[src/rtl/uart_bus_bridge.sv]
// Serial debug bridge: 8N1 command frames on rx drive one 32-bit bus read or write; result returns on tx.
// Define UART_BRIDGE_TIMEOUT_EN to abort unanswered bus requests after TIMEOUT_CYCLES and reply 'E'.
module uart_bus_bridge #(
  parameter int CLK_FREQ       = 25000000,
  parameter int BIT_RATE       = 115200,
  parameter int TIMEOUT_CYCLES = 1024
) (
  input  logic        clk,
  input  logic        rst,
  input  logic        rx,
  output logic        tx,
  output logic        read_request,
  output logic        write_request,
  input  logic        read_response,
  input  logic        write_response,
  output logic [31:0] address,
  output logic [31:0] write_data,
  input  logic [31:0] read_data
);
  localparam int CLKS_PER_BIT = CLK_FREQ / BIT_RATE;
  localparam int HALF_BIT     = CLKS_PER_BIT / 2;
  localparam int CNT_W        = $clog2(CLKS_PER_BIT + 1);
  localparam logic [CNT_W-1:0] BIT_LAST  = CNT_W'(CLKS_PER_BIT - 1);
  localparam logic [CNT_W-1:0] HALF_LAST = CNT_W'(HALF_BIT - 1);

  localparam logic [7:0] CMD_READ      = 8'h52;
  localparam logic [7:0] CMD_WRITE     = 8'h57;
  localparam logic [7:0] REPLY_OK      = 8'h4B;
  localparam logic [7:0] REPLY_UNKNOWN = 8'h3F;
  localparam logic [7:0] REPLY_ERROR   = 8'h45;

  if (CLKS_PER_BIT < 4) begin : g_rate_check
    $error("uart_bus_bridge: CLK_FREQ/BIT_RATE must be at least 4");
  end
  if (TIMEOUT_CYCLES < 2) begin : g_timeout_check
    $error("uart_bus_bridge: TIMEOUT_CYCLES must be at least 2");
  end

  typedef enum logic [1:0] {RX_IDLE, RX_START, RX_DATA, RX_STOP} rx_state_e;
  typedef enum logic [2:0] {IDLE, ADDR, WDATA, BUS_RD, BUS_WR, RESP} state_e;

  logic             rx_meta_q, rx_sync_q, rx_prev_q;
  rx_state_e        rx_state_q, rx_state_d;
  logic [CNT_W-1:0] rx_cnt_q, rx_cnt_d;
  logic [2:0]       rx_bit_q, rx_bit_d;
  logic [7:0]       rx_shift_q, rx_shift_d;
  logic             rx_valid_q, rx_valid_d;

  logic [9:0]       tx_shift_q, tx_shift_d;
  logic [3:0]       tx_bits_q, tx_bits_d;
  logic [CNT_W-1:0] tx_cnt_q, tx_cnt_d;
  logic             tx_ready, tx_load;

  state_e      state_q, state_d;
  logic [1:0]  cnt_q, cnt_d;
  logic        is_write_q, is_write_d;
  logic [31:0] address_q, address_d;
  logic [31:0] write_data_q, write_data_d;
  logic [31:0] resp_buf_q, resp_buf_d;
  logic [2:0]  resp_left_q, resp_left_d;
  logic        read_request_q, read_request_d;
  logic        write_request_q, write_request_d;
  logic        bus_done;

`ifdef UART_BRIDGE_TIMEOUT_EN
  localparam int TMO_W = $clog2(TIMEOUT_CYCLES);
  localparam logic [TMO_W-1:0] TMO_LAST = TMO_W'(TIMEOUT_CYCLES - 1);
  logic [TMO_W-1:0] tmo_cnt_q, tmo_cnt_d;
`endif

  // Receiver: falling edge, re-check at half a bit, then sample each bit at its centre.
  always_comb begin
    rx_state_d = rx_state_q;
    rx_cnt_d   = rx_cnt_q;
    rx_bit_d   = rx_bit_q;
    rx_shift_d = rx_shift_q;
    rx_valid_d = 1'b0;
    case (rx_state_q)
      RX_IDLE: begin
        if (rx_prev_q && !rx_sync_q) begin
          rx_state_d = RX_START;
          rx_cnt_d   = '0;
        end
      end
      RX_START: begin
        if (rx_cnt_q == HALF_LAST) begin
          rx_cnt_d   = '0;
          rx_bit_d   = '0;
          rx_state_d = rx_sync_q ? RX_IDLE : RX_DATA;
        end else begin
          rx_cnt_d = rx_cnt_q + 1'b1;
        end
      end
      RX_DATA: begin
        if (rx_cnt_q == BIT_LAST) begin
          rx_cnt_d   = '0;
          rx_shift_d = {rx_sync_q, rx_shift_q[7:1]};
          rx_bit_d   = rx_bit_q + 1'b1;
          if (rx_bit_q == 3'd7) rx_state_d = RX_STOP;
        end else begin
          rx_cnt_d = rx_cnt_q + 1'b1;
        end
      end
      RX_STOP: begin
        if (rx_cnt_q == BIT_LAST) begin
          rx_cnt_d   = '0;
          rx_valid_d = rx_sync_q;
          rx_state_d = RX_IDLE;
        end else begin
          rx_cnt_d = rx_cnt_q + 1'b1;
        end
      end
      default: rx_state_d = RX_IDLE;
    endcase
  end

  // A new frame may load during the last cycle of the stop bit, keeping bytes back to back.
  assign tx_ready = (tx_bits_q == 4'd0) || (tx_bits_q == 4'd1 && tx_cnt_q == BIT_LAST);

  always_comb begin
    tx_shift_d = tx_shift_q;
    tx_bits_d  = tx_bits_q;
    tx_cnt_d   = tx_cnt_q;
    if (tx_bits_q != 4'd0) begin
      if (tx_cnt_q == BIT_LAST) begin
        tx_cnt_d   = '0;
        tx_shift_d = {1'b1, tx_shift_q[9:1]};
        tx_bits_d  = tx_bits_q - 1'b1;
      end else begin
        tx_cnt_d = tx_cnt_q + 1'b1;
      end
    end
    if (tx_load) begin
      tx_shift_d = {1'b1, resp_buf_q[31:24], 1'b0};
      tx_bits_d  = 4'd10;
      tx_cnt_d   = '0;
    end
  end

  assign bus_done = (read_request_q && read_response) || (write_request_q && write_response);

  always_comb begin
    state_d         = state_q;
    cnt_d           = cnt_q;
    is_write_d      = is_write_q;
    address_d       = address_q;
    write_data_d    = write_data_q;
    resp_buf_d      = resp_buf_q;
    resp_left_d     = resp_left_q;
    read_request_d  = 1'b0;
    write_request_d = 1'b0;
    tx_load         = 1'b0;
`ifdef UART_BRIDGE_TIMEOUT_EN
    tmo_cnt_d       = '0;
`endif
    case (state_q)
      IDLE: begin
        if (rx_valid_q) begin
          cnt_d = '0;
          if (rx_shift_q == CMD_READ || rx_shift_q == CMD_WRITE) begin
            is_write_d = (rx_shift_q == CMD_WRITE);
            state_d    = ADDR;
          end else begin
            resp_buf_d  = {REPLY_UNKNOWN, 24'h0};
            resp_left_d = 3'd1;
            state_d     = RESP;
          end
        end
      end
      ADDR: begin
        if (rx_valid_q) begin
          address_d = {address_q[23:0], rx_shift_q};
          cnt_d     = cnt_q + 1'b1;
          if (cnt_q == 2'd3) state_d = is_write_q ? WDATA : BUS_RD;
        end
      end
      WDATA: begin
        if (rx_valid_q) begin
          write_data_d = {write_data_q[23:0], rx_shift_q};
          cnt_d        = cnt_q + 1'b1;
          if (cnt_q == 2'd3) state_d = BUS_WR;
        end
      end
      BUS_RD, BUS_WR: begin
        read_request_d  = (state_q == BUS_RD);
        write_request_d = (state_q == BUS_WR);
        if (read_request_q || write_request_q) begin
          if (bus_done) begin
            read_request_d  = 1'b0;
            write_request_d = 1'b0;
            resp_buf_d      = read_request_q ? read_data : {REPLY_OK, 24'h0};
            resp_left_d     = read_request_q ? 3'd4 : 3'd1;
            state_d         = RESP;
          end
`ifdef UART_BRIDGE_TIMEOUT_EN
          else if (tmo_cnt_q == TMO_LAST) begin
            read_request_d  = 1'b0;
            write_request_d = 1'b0;
            resp_buf_d      = {REPLY_ERROR, 24'h0};
            resp_left_d     = 3'd1;
            state_d         = RESP;
          end else begin
            tmo_cnt_d = tmo_cnt_q + 1'b1;
          end
`endif
        end
      end
      RESP: begin
        if (resp_left_q == 3'd0) begin
          state_d = IDLE;
        end else if (tx_ready) begin
          tx_load     = 1'b1;
          resp_buf_d  = {resp_buf_q[23:0], 8'h00};
          resp_left_d = resp_left_q - 1'b1;
        end
      end
      default: state_d = IDLE;
    endcase
  end

  always_ff @(posedge clk) begin
    if (rst) begin
      rx_meta_q       <= 1'b1;
      rx_sync_q       <= 1'b1;
      rx_prev_q       <= 1'b1;
      rx_state_q      <= RX_IDLE;
      rx_cnt_q        <= '0;
      rx_bit_q        <= '0;
      rx_shift_q      <= '0;
      rx_valid_q      <= 1'b0;
      tx_shift_q      <= '1;
      tx_bits_q       <= '0;
      tx_cnt_q        <= '0;
      state_q         <= IDLE;
      cnt_q           <= '0;
      is_write_q      <= 1'b0;
      address_q       <= '0;
      write_data_q    <= '0;
      resp_buf_q      <= '0;
      resp_left_q     <= '0;
      read_request_q  <= 1'b0;
      write_request_q <= 1'b0;
`ifdef UART_BRIDGE_TIMEOUT_EN
      tmo_cnt_q       <= '0;
`endif
    end else begin
      rx_meta_q       <= rx;
      rx_sync_q       <= rx_meta_q;
      rx_prev_q       <= rx_sync_q;
      rx_state_q      <= rx_state_d;
      rx_cnt_q        <= rx_cnt_d;
      rx_bit_q        <= rx_bit_d;
      rx_shift_q      <= rx_shift_d;
      rx_valid_q      <= rx_valid_d;
      tx_shift_q      <= tx_shift_d;
      tx_bits_q       <= tx_bits_d;
      tx_cnt_q        <= tx_cnt_d;
      state_q         <= state_d;
      cnt_q           <= cnt_d;
      is_write_q      <= is_write_d;
      address_q       <= address_d;
      write_data_q    <= write_data_d;
      resp_buf_q      <= resp_buf_d;
      resp_left_q     <= resp_left_d;
      read_request_q  <= read_request_d;
      write_request_q <= write_request_d;
`ifdef UART_BRIDGE_TIMEOUT_EN
      tmo_cnt_q       <= tmo_cnt_d;
`endif
    end
  end

  assign tx            = tx_shift_q[0];
  assign read_request  = read_request_q;
  assign write_request = write_request_q;
  assign address       = address_q;
  assign write_data    = write_data_q;
endmodule
[config.mk]
export PLATFORM = sky130hd
export DESIGN_NAME = uart_bus_bridge
export DESIGN_NICKNAME = d
export VERILOG_FILES = /design/src/rtl/uart_bus_bridge.sv
export SDC_FILE = /design/constraint.sdc
export NUM_CORES = 1
export LEC_CHECK = 0
export ABC_AREA = 0
export CORE_AREA = 4 4 114 116
export CTS_BUF_LIST = sky130_fd_sc_hd__clkbuf_16
export CTS_CLUSTER_SIZE = 24
export DETAILED_ROUTE_END_ITERATION = 16
export DIE_AREA = 0 0 118 120
export DONT_BUFFER_PORTS = 1
export GPL_TIMING_DRIVEN = 0
export PLACE_DENSITY_LB_ADDON = 0.12
export RECOVER_POWER = 25
export SETUP_SLACK_MARGIN = 0.15
export SYNTH_ARGS = -nofsm -noshare
export SYNTH_HDL_FRONTEND = slang
export SYNTH_SLANG_ARGS = --single-unit
[constraint.sdc]
create_clock -name clk -period 2.1 [get_ports clk]
set_input_delay 0.315 -clock clk [delete_from_list [all_inputs] [get_ports clk]]
set_output_delay 0.315 -clock clk [all_outputs]
set_load 0.05 [all_outputs]
-- After elaboration in Yosys (flattened, before gate mapping)
Cells that the tools add are included.
- flip-flop bits (word level): 153
- bits of input ports: 37
- output and inout bits: 67
- logic and storage cells: 157
- $add $sub $neg: 6
- eq/ne operators: 33
- multiplexer cells: 58
- bitwise operators: 3
- reduce and logical (&&, ||, !) cells: 36
- operators by type and width (cell ; number):
    32-bit 2-to-1 mux ; 7
    32-bit one-hot mux with 3 select lines ; 1
    3-bit 2-to-1 mux ; 18
    8-bit 2-to-1 mux ; 4
    2-bit != test (second input constant) ; 16
    9-bit 2-to-1 mux ; 3
    8-bit by 7-bit equality test with 1-bit output (second input constant) ; 3
    8-bit one-hot mux with 3 select lines ; 1
    8-bit by 1-bit adder with 8-bit output (second input constant) ; 2
    8-bit equality test (second input constant) ; 2
    2-bit 2-to-1 mux ; 8
    3-bit one-hot mux with 5 select lines ; 1
    4-bit 2-to-1 mux ; 3
    2-bit AND reduction ; 5
    2-bit OR reduction ; 5
    3-bit equality test (second input constant) ; 3
    3-bit one-hot mux with 3 select lines ; 1
    3-bit AND reduction ; 3
    1-bit 2-to-1 mux ; 8
    2-bit one-hot mux with 4 select lines ; 1
    8-bit AND reduction ; 1
    2-bit nonzero test ; 4
    7-bit AND reduction ; 1
    2-bit equality test (second input constant) ; 3
    22 further kinds ; 32

-- Longest topological paths before layout
Gate-level depths: netlist of the first run.
- depth in word-level cells: 8
- depth in mapped cells: 10
- depth with buffers taken out: 7

-- Worst setup path after synthesis of the first run
OpenSTA, ideal clock, no wires.
- path kind: register -> register
- from: register tx_bits_q[0]
- to: register resp_buf_q[16]
- data arrival time: 2021 ps
- required time: 1966 ps
- slack: -56 ps
- stages on the path, launching flop included: 11
- period minus slack after synthesis: 2156 ps
- cell sequence: dfxtp_1 inv_1 ha_1 or3b_1 buf_2 o21a_4 o21a_1 buf_6 nor3_4 buf_4 a211oi_1
- word-level cells in the longest chain between the ends: 5
- elaborated cells on any way between the ends: 6
- RTL lines (item ; RTL line ; source):
    start, declared ; 50 ; logic [3:0] tx_bits_q, tx_bits_d;
    start signal, assigned ; 256 ; tx_bits_q <= tx_bits_d;
    4-bit by 1-bit equality test with 1-bit output ; 118 ; assign tx_ready = (tx_bits_q == 4'd0) || (tx_bits_q == 4'd1 && tx_cnt_q == BIT_LAST);
    1-bit logical AND ; 118 ;
    1-bit logical OR * ; 118 ;
    2-bit != test (no source line) * ; n/a ;
    7-bit AND reduction (no source line) * ; n/a ;
    end signal, assigned ; 263 ; resp_buf_q <= resp_buf_d;
    end, declared ; 59 ; logic [31:0] resp_buf_q, resp_buf_d;
Mark *: on every way between the ends. The rest lies on a longest branch, timed or not.
A chain may end at the register's enable or synchronous reset.

-- Worst setup path in the final report of the first run
- from: register tx_bits_q[0]
- to: register resp_buf_q[4]
Same word-level chain as after synthesis.

==> reports/results.ini, run 1 <==
[floorplan]
die_h_um=120
die_w_um=118
fp.coreArea_um2=11900
fp-row-count=40
die-area_um2=14200
pin_count=104
start_util_pct=55.9

[run_status]
violations=setup timing
status=complete, but fails checks

[pwr]
p_per_area_nw_per_um2=739
clockPowerShare_pct=49.1
irDropWorstVdd_v=0.000495
switchingPower_w=0.00139
pwr-share-comb_pct=2.3
p_seq_share_pct=48.6
cellLeakagePower_nw=2.92
p_total_w=0.00598
netSwitchingFraction_pct=23.3
internal-power_w=0.00459

[detailed_routing]
wl_per_cell_um=18.4
antenna_left=0
wirelength_um=18500
top_layer=met4
wl_met3_um=1210
post-route-drc-count=0
firstDrtPassIters=5
wl_met2_um=8820
vias=6076
wl_met1_um=8080
routed_via_density=6.05
dr.first_iter.drc_count=575

[layout]
final_area_um2=8090
syn_to_final_growth_pct=21.6
final_util_pct=67.9
diodes=0
fin_nets=894
drive_gt1_share_pct=19.0

[placed_design]
placed_cell_area_um2=6870
post-dp-hpwl_um=12300
place_congestion=0.899
portBuffers=0

[yosys]
ys.flop_type=dfxtp_1
syn-num-nets=834
synth_edf_count=0
yosysSeqAreaShare_pct=46.0
syn_area_per_cell_um2=8.48
yosysWarningCount=0
syn_inst=785
synth_area_um2=6660
synth-seq-cells=153
synth_cell_types=60
async_flop_share_pct=0

[setup_path]
setup.worst_path.end_class=flip-flop
startpoint=tx_bits_q[0]$_SDFFE_PP0P_
r2r_start=tx_bits_q[0]$_SDFFE_PP0P_
rr_worst_depth=11
r2r_end=resp_buf_q[4]$_SDFFE_PP0P_
arrival_ps=2520
crit_path_end=resp_buf_q[4]$_SDFFE_PP0P_
critical_path.max_fanout=5
start_kind=flip-flop
critical_path_class=flip-flop to flip-flop
rrSetupSlack_ps=-60
cp.required_ps=2460

[sta]
final-max-slew-violation-count=0
grt_setup_unrepaired=yes
post-route-period-util_pct=103
clock_skew_ps=9.10
setup_slack_ps=-56.1
setup_violations=27
fmax_mhz=464
relSlewSlack_pct=53.5
hold_viol=0
worst_pin_slew_ps=697
period_needed_ps=2160

[clock_tree]
clk-insertion-delay-late_ps=430
clk_path_buf_depth=2
cts.sinks=153
cts_buffers=17
cts_tree=yes
cts_root_buffer=clkbuf_16
htreeDepth=4
path_clk_slew_ps=60

[grt]
grt_first_pass_wirelength_um=29000
grt_pass1_vias=5824
antenna_found_initial=0
overflow=0
grt_max_degree=17
track_usage_pct=25.1

[job]
maxCapViolations=0

[min_path]
hold_path_class=input port to flip-flop

-- cell usage after synthesis, types with 3 or more instances --
| cell | n | area, µm² |
|---|---|---|
| o31ai_1 | 4 | 30.0 |
| nand3_1 | 4 | 20.0 |
| nor3_1 | 13 | 65.1 |
| o21ai_0 | 19 | 95.1 |
| nor2_1 | 40 | 150 |
| o22ai_1 | 4 | 25.0 |
| mux2i_1 | 13 | 130 |
| nand2b_1 | 12 | 75.1 |
| o21a_1 | 3 | 22.5 |
| and2_1 | 3 | 18.8 |
| buf_2 | 10 | 50.1 |
| nor2b_1 | 9 | 56.3 |
| inv_1 | 12 | 45.0 |
| ha_1 | 12 | 150 |
| a22oi_1 | 21 | 158 |
| mux2_2 | 10 | 113 |
| a211oi_1 | 25 | 188 |
| dfxtp_1 | 153 | 3060 |
| a21oi_1 | 88 | 440 |
| nand3b_1 | 4 | 30.0 |
| nand4_1 | 7 | 43.8 |
| or3_1 | 4 | 25.0 |
| clkbuf_1 | 41 | 154 |
| xnor2_1 | 3 | 26.3 |
| buf_1 | 5 | 18.8 |
| a21o_1 | 3 | 22.5 |
| nor4_1 | 8 | 50.1 |
| nand4b_1 | 4 | 35.0 |
| a31oi_1 | 22 | 138 |
| a41o_1 | 8 | 80.1 |
| xor2_1 | 12 | 105 |
| nand2_1 | 164 | 616 |
| o311a_1 | 8 | 80.1 |
-- critical path, stage by stage, from the launching register on --
cell and delay, ps:
dfxtp_4 350, inv_4 60, ha_4 120, or3b_1 350, buf_6 130, o21a_4 130, o21a_4 210, buf_6 130
nor3_4 180, buf_4 160, buf_6 100, a41o_1 160
-- power groups by stage --
| stage | logic, W | clock network (W) | registers (W) |
|---|---|---|---|
| 3_5_place_dp | 0.000126 | 0 | 0.00298 |
| 3_3_place_gp | 0.000124 | 0 | 0.00298 |
| 5_1_grt | 0.000150 | 0.00312 | 0.00291 |
| 4_1_cts | 0.000129 | 0.00297 | 0.00291 |
| 6_report | 0.000138 | 0.00294 | 0.00291 |
| 2_1_floorplan | 0.0000891 | 0 | 0.00298 |
-- layout make-up --
type / instances / area (µm²)
repair buffers: 41 / 367
clock buffers: 17 / 425
plain buffers: 60 / 323
well taps: 147 / 184
flip-flops and latches: 153 / 3090
fillers: 980 / 3820
multi-input cells: 559 / 3520
inverters: 13 / 51.3
clock inverters: 15 / 139
-- cells in the final DEF (no fill, tap or decap), types with 5 or more instances in the layout --
cell type / Yosys / final
a21oi_1: 88 / 87
clkbuf_2: 0 / 9
clkbuf_16: 0 / 17
mux2i_1: 13 / 13
nor2_1: 40 / 36
dfxtp_2: 0 / 5
dfxtp_1: 153 / 143
dfxtp_4: 0 / 5
a211oi_2: 0 / 6
a22oi_1: 21 / 21
a41o_1: 8 / 8
nor2b_1: 9 / 7
a31oi_1: 22 / 22
o21ai_0: 19 / 15
nor3_1: 13 / 11
nor4_1: 8 / 7
xor2_1: 12 / 12
o311a_1: 8 / 8
nand4_1: 7 / 7
buf_4: 2 / 32
mux2_2: 10 / 7
inv_1: 12 / 10
clkbuf_1: 41 / 28
buf_6: 2 / 15
nand2_1: 164 / 163
nand2b_1: 12 / 12
inv_6: 0 / 7
ha_1: 12 / 11
buf_2: 10 / 8
a211oi_1: 25 / 19
-- sequential cells by signal, indices dropped and copies added (netlist names), 2 cells and up, named ones only --
signal       flops
address         32
rx_shift_q       8
rx_cnt_q         8
rx_bit_q         3
cnt_q            2
state_q          3
write_data      32
resp_left_q      3
tx_cnt_q         8
tx_shift_q       9
resp_buf_q      32
tx_bits_q        4
-- what timing repair did --
| item | in CTS | in global routing |
|---|---|---|
| hold buffers | 1 | 0 |
| setup buffers | 20 | 16 |
| cloned | 3 | 1 |
| endpoints found under the setup margin | 76 | 124 |
| pin swaps | 6 | 16 |
| resized for setup | 32 | 76 |
| endpoints found under the hold margin | 1 | 0 |
-- routing by layer --
metal | track usage (%) | vias to the layer above
met5 | 0 | -
li1 | - | 2914
met2 | 40.6 | 224
met1 | 32.0 | 2904
met3 | 7.78 | 34
met4 | 8.35 | 0
-- per-stage QoR --
| stage | hold slack [ps] | setup WS, ps | cells | TNS [ps] |
|---|---|---|---|---|
| finish | 44.8 | -56.1 | 1005 | -993 |
| detailed placement | 404 | -195 | 932 | -6000 |
| global placement | 405 | -163 | 932 | -4620 |
| floorplan | 389 | 13.4 | 785 | 0 |
| CTS | 30.1 | -64.9 | 988 | -1170 |
| global route | 42.1 | -111 | 1005 | -2810 |
-- cells by family (layout without fill, tap and decap cells) --
| group | count (synthesis) | after routing | share of synthesized area (%) |
|---|---|---|---|
| buf+inv | 73 | 146 | 4.64 |
| simple gates | 287 | 287 | 19.9 |
| compound gates | 222 | 222 | 21.6 |
| xor+xnor | 15 | 15 | 1.97 |
| flops | 153 | 153 | 46.0 |
| mux | 23 | 23 | 3.65 |
| fa+ha+maj | 12 | 12 | 2.26 |
-- how the worst min path moves through the flow --
stage,slack (ps),depth (start not counted),from,end
6_report,40,1,read_data[3],resp_buf_q[3]$_SDFFE_PP0P_
2_1_floorplan,390,1,rx_meta_q$_SDFF_PP1_,rx_sync_q$_SDFF_PP1_
3_5_place_dp,400,1,rx_meta_q$_SDFF_PP1_,rx_sync_q$_SDFF_PP1_
5_1_grt,40,1,read_data[4],resp_buf_q[4]$_SDFFE_PP0P_
3_3_place_gp,400,1,rx_meta_q$_SDFF_PP1_,rx_sync_q$_SDFF_PP1_
4_1_cts,30,1,read_data[3],resp_buf_q[3]$_SDFFE_PP0P_
No activity file was read; power rests on OpenSTA's default activity.
==> run 2, diff against run 1 <==
Settings changed: SLEW_MARGIN set to 20.
==> results of run 2 <==
Final layout, timing and power as in run 1 (identical DEF).
